`config.mk`:
```
export PLATFORM = sky130hd
export DESIGN_NAME = fetch_stage
export DESIGN_NICKNAME = d
export VERILOG_FILES = /design/src/rtl/fetch_stage.sv
export SDC_FILE = /design/constraint.sdc
export NUM_CORES = 1
export LEC_CHECK = 0
export BUFFER_PORTS_ARGS = -buffer_cell sky130_fd_sc_hd__buf_4
export CORE_MARGIN = 5
export CORE_UTILIZATION = 35
export CTS_BUF_LIST = sky130_fd_sc_hd__clkbuf_16
export CTS_CLUSTER_DIAMETER = 200
export DETAILED_ROUTE_END_ITERATION = 10
export GPL_ROUTABILITY_DRIVEN = 0
export PLACE_DENSITY_LB_ADDON = 0.12
export SETUP_SLACK_MARGIN = 0.3
export SYNTH_ARGS = -nofsm -noshare
export SYNTH_HDL_FRONTEND = slang
export SYNTH_SLANG_ARGS = --single-unit
```
`constraint.sdc`:
```
create_clock -name clk -period 2.4 [get_ports clk]
set_input_delay 0.48 -clock clk [delete_from_list [all_inputs] [get_ports clk]]
set_output_delay 0.48 -clock clk [all_outputs]
set_load 0.01 [all_outputs]
```
`src/rtl/fetch_stage.sv`:
```
// IF stage of the 5-stage MIPS pipeline: owns the PC, addresses instruction memory and
// fills the IF/ID register; halts permanently on a misaligned or out-of-range fetch target.
module fetch_stage #(
  parameter logic [31:0] RESET_PC   = 32'h0000_0000,
  parameter int unsigned IMEM_DEPTH = 256,
  parameter logic [31:0] NOP_INST   = 32'h0000_0000
) (
  input  logic        clk,
  input  logic        rst_n,
  input  logic        stall_i,
  input  logic        flush_i,
  input  logic        redirect_i,
  input  logic [31:0] redirect_pc_i,
  input  logic [31:0] imem_inst_i,
  output logic [31:0] pc_o,
  output logic [31:0] ifid_inst_o,
  output logic [31:0] ifid_pc4_o,
  output logic        ifid_valid_o,
  output logic        fetch_err_o
);

  typedef enum logic {RUN, HALT} state_e;

  localparam logic [32:0] PC_LIMIT = 33'(IMEM_DEPTH) * 33'd4;

  state_e      state_q, state_d;
  logic [31:0] pc_q, pc_d;
  logic [31:0] inst_q, inst_d;
  logic [31:0] pc4_q, pc4_d;
  logic        valid_q, valid_d;
  logic        err_q, err_d;

  logic [31:0] pc_plus4;
  logic [31:0] tgt;
  logic        upd;
  logic        bubble;
  logic        tgt_bad;

  assign pc_plus4 = pc_q + 32'd4;

  always_ff @(posedge clk or negedge rst_n) begin
    if (!rst_n) begin
      state_q <= RUN;
      pc_q    <= RESET_PC;
      inst_q  <= NOP_INST;
      pc4_q   <= '0;
      valid_q <= 1'b0;
      err_q   <= 1'b0;
    end else begin
      state_q <= state_d;
      pc_q    <= pc_d;
      inst_q  <= inst_d;
      pc4_q   <= pc4_d;
      valid_q <= valid_d;
      err_q   <= err_d;
    end
  end

  always_comb begin
    state_d = state_q;
    pc_d    = pc_q;
    inst_d  = inst_q;
    pc4_d   = pc4_q;
    valid_d = valid_q;
    err_d   = err_q;
    tgt     = pc_plus4;
    upd     = 1'b0;
    bubble  = 1'b0;
    tgt_bad = 1'b0;

    unique case (state_q)
      RUN: begin
        // Priority: redirect beats flush beats stall; a held PC is never re-checked.
        if (redirect_i) begin
          tgt    = redirect_pc_i;
          upd    = 1'b1;
          bubble = 1'b1;
        end else if (flush_i) begin
          upd    = !stall_i;
          bubble = 1'b1;
        end else if (!stall_i) begin
          upd = 1'b1;
        end

        tgt_bad = (tgt[1:0] != 2'b00) || ({1'b0, tgt} >= PC_LIMIT);

        if (upd && tgt_bad) begin
          state_d = HALT;
          err_d   = 1'b1;
          bubble  = 1'b1;
        end else if (upd) begin
          pc_d = tgt;
        end

        if (bubble) begin
          inst_d  = NOP_INST;
          pc4_d   = '0;
          valid_d = 1'b0;
        end else if (upd) begin
          inst_d  = imem_inst_i;
          pc4_d   = pc_plus4;
          valid_d = 1'b1;
        end
      end
      HALT: begin
        inst_d  = NOP_INST;
        pc4_d   = '0;
        valid_d = 1'b0;
        err_d   = 1'b1;
      end
      default: state_d = HALT;
    endcase
  end

  assign pc_o         = pc_q;
  assign ifid_inst_o  = inst_q;
  assign ifid_pc4_o   = pc4_q;
  assign ifid_valid_o = valid_q;
  assign fetch_err_o  = err_q;

endmodule

```
Yosys cells after proc, flatten, opt, wreduce, memory -nomap -nowiden

Index checks and enable logic that the tools add are counted.

Bits in registers: 99

$add $sub $neg: 1
Magnitude comparators: 1
Equality and inequality tests: 2
Mux-type cells: 23
Bitwise operators: 2
Reduce and logical (&&, ||, !) cells: 5

Operator list:

| kind                  | number |
|---|---|
| $mux 32               | 6 |
| $pmux 32 s2           | 2 |
| $add 32x3->32 const B | 1 |
| $ge 32x11->1 const B  | 1 |
| $mux 1                | 13 |
| $pmux 1 s2            | 2 |
| $ne 3x2->1 const B    | 1 |
| $reduce_and 3->1      | 1 |
| $ne 2x2->1 const B    | 1 |
| $not 1->1             | 2 |
| $reduce_bool 2->1     | 1 |
| $logic_and 1x1->1     | 1 |
| $logic_not 1->1       | 1 |
| $logic_or 1x1->1      | 1 |

Logic depth before layout (Yosys ltp)

Depth in word-level cells: 10
Mapped depth: 12

Worst setup path after synthesis

OpenSTA, ideal clock, no wires.

Path type: register to register
Start point: register pc_q[2] (netlist: pc_o[2])
End point: register pc_q[3] (netlist: pc_o[3])
Library setup time: 0.125 ns
Data arrival time: 2.513 ns
Path slack: -0.238 ns
Cell stages (with the launch flop): 11
Period minus slack after synthesis: 2.638 ns
Cell sequence: dfrtp_1 ha_1 nand4_1 buf_2 nor4_1 mux2i_1 o2111ai_1 nor4_2 buf_4 nand2_4 mux2_4

Word-level cells in the longest chain between the ends: 8

Ends and longest elaborated chain:

| what                              | line | RTL |
|---|---|---|
| from (decl)                       | 27   | `logic [31:0] pc_q, pc_d;` |
| from (signal assigned)            | 51   | `pc_q <= pc_d;` |
| $add 32x3->32 *                   | 39   | `assign pc_plus4 = pc_q + 32'd4;` |
| $mux 32 *                         | 74   | `if (redirect_i) begin` |
| $mux 32 *                         | 71   | `unique case (state_q)` |
| $ge 32x11->1                      | 85   | `tgt_bad = (tgt[1:0] != 2'b00) \|\| ({1'b0, tgt} >= PC_LIMIT);` |
| $logic_or 1x1->1                  | 85   |  |
| $logic_and 1x1->1                 | 87   | `if (upd && tgt_bad) begin` |
| $not 1->1 (no source line)        | --   |  |
| $reduce_and 3->1 (no source line) | --   |  |

Every way passes the cells marked *; elsewhere a longest branch is shown, timed or not. The select of a mux whose other input is x is not followed.
A chain may end at the register's enable or synchronous reset.

Final worst setup path

Start point: register pc_q[2] (netlist: pc_o[2])
End point: register pc_q[27] (netlist: pc_o[27])

The elaborated chain is that of the path after synthesis.

==> qor.txt <==
Number of DRC markers after the initial detailed-route iteration = 220
Hold Slack = 108 ps
Final total power = 3.30 mW
Routed length per placed instance = 17.5 um
Worst vdd ir = 367 uV
Core Rows = 41
Clock tree root buffer cell = sky130_fd_sc_hd__clkbuf_16
Clock sink count = 99
Area of placed instances = 6420 um2
GR met2 Demand/Resource = 0.289
Final #Nets = 688
Kind of end point of the critical path = register
Cells after synthesis = 394
Classification of the worst setup path = register to register
Final number of max-transition violations = 0
Most instantiated library cell after synthesis = sky130_fd_sc_hd__dfrtp_1
Post-detailed-placement half-perimeter wirelength = 10.2 mm
Startpoint types = register
Critical Path Sink = pc_o[27]
Met3 layer usage reported by global route = 0.0403
Layout overhead on the synthesized area = 56.0%
Number of failing setup endpoints in the final timing report = 74
Num CTS Buffers = 9
GRT Total Usage = 0.183
Failing checks = negative setup slack
Critical Path Source = pc_o[2]
Worst-path maximum fanout = 9
Synth async-reset ratio = 1.00
Remaining routing DRC violations = 0
Arrival time worst endpoint = 2930 ps
Number of synthesized flops with an enable pin = 0
Number of violations of the max-capacitance limit = 0
Die ar. = 15,200 um2
Yosys reg bits = 99
Worst Tran Pin Value = 521 ps
Total power per unit cell area = 472 nW/um2
Total core area = 12,600 um2
Run status = finished with violations
Shortest period the worst path allows = 2700 ps
Main area contributors after synthesis = sky130_fd_sc_hd__dfrtp_1 (55%), sky130_fd_sc_hd__a22o_1 (7.8%), sky130_fd_sc_hd__and3_1 (4.3%)
Setup Slack @ Placement = -444 ps
Top-area cell type share of the netlist area = 0.552
GRT busiest layer = met2
Port-buffer cells = 166
Post-synthesis area per instance = 11.4 um2
Max Fclk = 370 MHz
Post-route cell area = 7000 um2
Die boundary width = 123 um
CTS tree = built
Antenna-violating nets left = 0
First-pass GRT wire length = 21.7 mm
Ratio of routed vias to standard cells = 5.06
Vias = 4,026
HP Class = input port to async pin
Reg clk slew, reported paths = 60 ps
Worst max-slew margin expressed relative to the limit = 0.653
I/O pins = 167
Final count of hold timing violations = 0
Main flop type after synthesis = sky130_fd_sc_hd__dfrtp_1
R2R Path End = pc_o[27]
Floorplan die height = 123 um
Clk buf depth = 2
Synth unique cells = 56
Worst Slack Setup Final = -301 ps
Synth Net Count = 464
Routed Wire Length = 13.9 mm
Antenna diodes = 0
Number of iterations in the first detailed-routing pass = 4
Leading cell types by count after synthesis = sky130_fd_sc_hd__dfrtp_1 (99), sky130_fd_sc_hd__a22o_1 (40), sky130_fd_sc_hd__and3_1 (31)
Share of the yosys chip area belonging to registers = 0.552
Initial antenna violation count = 0
Grt ovf = 0
Clock insertion delay at the later pin of the skew report = 350 ps
Leakage dissipation = 3.63 nW
Clock tree skew after final layout = 13.1 ps
R2R Path Start = pc_o[2]
Library cell with the largest summed area after synthesis = sky130_fd_sc_hd__dfrtp_1
Vias in the first global route = 4,107
Setup slack, reg-to-reg = -300 ps
Critical path data required time = 2630 ps
Depth of the CTS H-tree = 3
Worst reg-to-reg path cell count = 13
Largest net degree at the start of global routing = 42
Share of the cycle needed by the critical path after routing = 1.13
Met1 routing resource usage after global routing = 0.252
Post-synth design cell area = 4490 um2
Layout filler cell count = 1,127
Ratio of cells with drive above 1 in the final layout = 0.504
Warning count from the yosys run = 0
Effective utilization at floorplan = 0.356
RSZ-0062 raised after global routing = yes
layout make-up:
type | count | area [um2] | share of cell area
clock buffer | 9 | 225 | 0.0322
clock inverter | 7 | 75.1 | 0.0107
inverter | 8 | 30.0 | 0.00429
multi-input combinational | 258 | 2030 | 0.290
sequential | 99 | 2480 | 0.354
tap | 172 | 215 | 0.0307
timing repair buffer | 242 | 1940 | 0.278
placed cells by master (no fill, tap or decap), types with 9 or more instances in the layout:
cell                          n
sky130_fd_sc_hd__and3_1      28
sky130_fd_sc_hd__buf_4      231
sky130_fd_sc_hd__dfrtp_1     97
sky130_fd_sc_hd__xnor2_1     10
sky130_fd_sc_hd__nor2_1      14
sky130_fd_sc_hd__clkbuf_16   10
sky130_fd_sc_hd__nand2_1     12
sky130_fd_sc_hd__a21oi_1      9
sky130_fd_sc_hd__inv_1        9
sky130_fd_sc_hd__nand4_1     12
sky130_fd_sc_hd__and2_4      20
sky130_fd_sc_hd__a22o_1      40
timing repair:
action	4_1_cts	5_1_grt
endpoints found under the setup margin	75	75
hold buffers	0	0
gates resized for setup	29	19
pin swaps	5	12
gates cloned	1	1
setup buffers	7	1
flip-flops by register name (all words and copies together), names as in the netlist:
signal,cells
ifid_valid_o,1
ifid_inst_o,32
pc_o,32
fetch_err_o,1
state_q,1
ifid_pc4_o,32
critical path, stage by stage, from the launching register on:
cell and delay (ps):
sky130_fd_sc_hd__dfrtp_2 390, sky130_fd_sc_hd__ha_4 150, sky130_fd_sc_hd__nand4_1 140, sky130_fd_sc_hd__buf_12 190
sky130_fd_sc_hd__buf_4 140, sky130_fd_sc_hd__nor3b_4 190, sky130_fd_sc_hd__mux2i_1 280, sky130_fd_sc_hd__a31oi_1 140
sky130_fd_sc_hd__nor4_2 270, sky130_fd_sc_hd__buf_4 180, sky130_fd_sc_hd__buf_8 130, sky130_fd_sc_hd__nand2_8 80
sky130_fd_sc_hd__clkbuf_16 180, sky130_fd_sc_hd__and2_4 130
worst min-delay path by stage:
stage / endpoint / from / slack [ps]
6_report: pc_o[19] / rst_n / 110
5_1_grt: ifid_inst_o[25] / rst_n / 150
4_1_cts: ifid_inst_o[25] / rst_n / 120
3_5_place_dp: fetch_err_o / fetch_err_o / 450
3_3_place_gp: fetch_err_o / fetch_err_o / 460
2_1_floorplan: fetch_err_o / rst_n / 180
stage by stage:
step	cells	TNS, ps	utilization
floorplan	394	-1080	-
global placement	769	-27880	0.509
detailed placement	769	-29110	0.509
CTS	793	-17380	0.548
global route	795	-27930	0.555
finish	795	-19390	0.555
report_power, final:
| group | switching (mW) | internal, mW |
|---|---|---|
| sequential | 0.000274 | 1.67 |
| combinational | 0.0796 | 0.0969 |
| clock | 0.640 | 0.818 |
| total | 0.720 | 2.58 |
logic make-up (layout without fill, tap and decap cells):
| logic type | Yosys count | count (layout) | synth area share |
|---|---|---|---|
| AOI/OAI and AO/OA | 85 | 85 | 0.150 |
| xor gates and xnor gates | 14 | 14 | 0.0273 |
| adders and majority gates | 1 | 1 | 0.00279 |
| buffers and inverters | 37 | 266 | 0.0468 |
| DFF | 99 | 99 | 0.552 |
| muxes | 7 | 7 | 0.0173 |
| and+or+nand+nor | 151 | 151 | 0.204 |
metal layers:
layer | wire [um] | share of wire | up-vias
met2 | 6690 | 0.48 | 107
met3 | 830 | 0.060 | 15
li1 | - | - | 1913
met1 | 6230 | 0.45 | 1991
met5 | 0 | 0 | -
met4 | 180 | 0.013 | 0
Note: power is estimated with default switching activity, not from simulation.
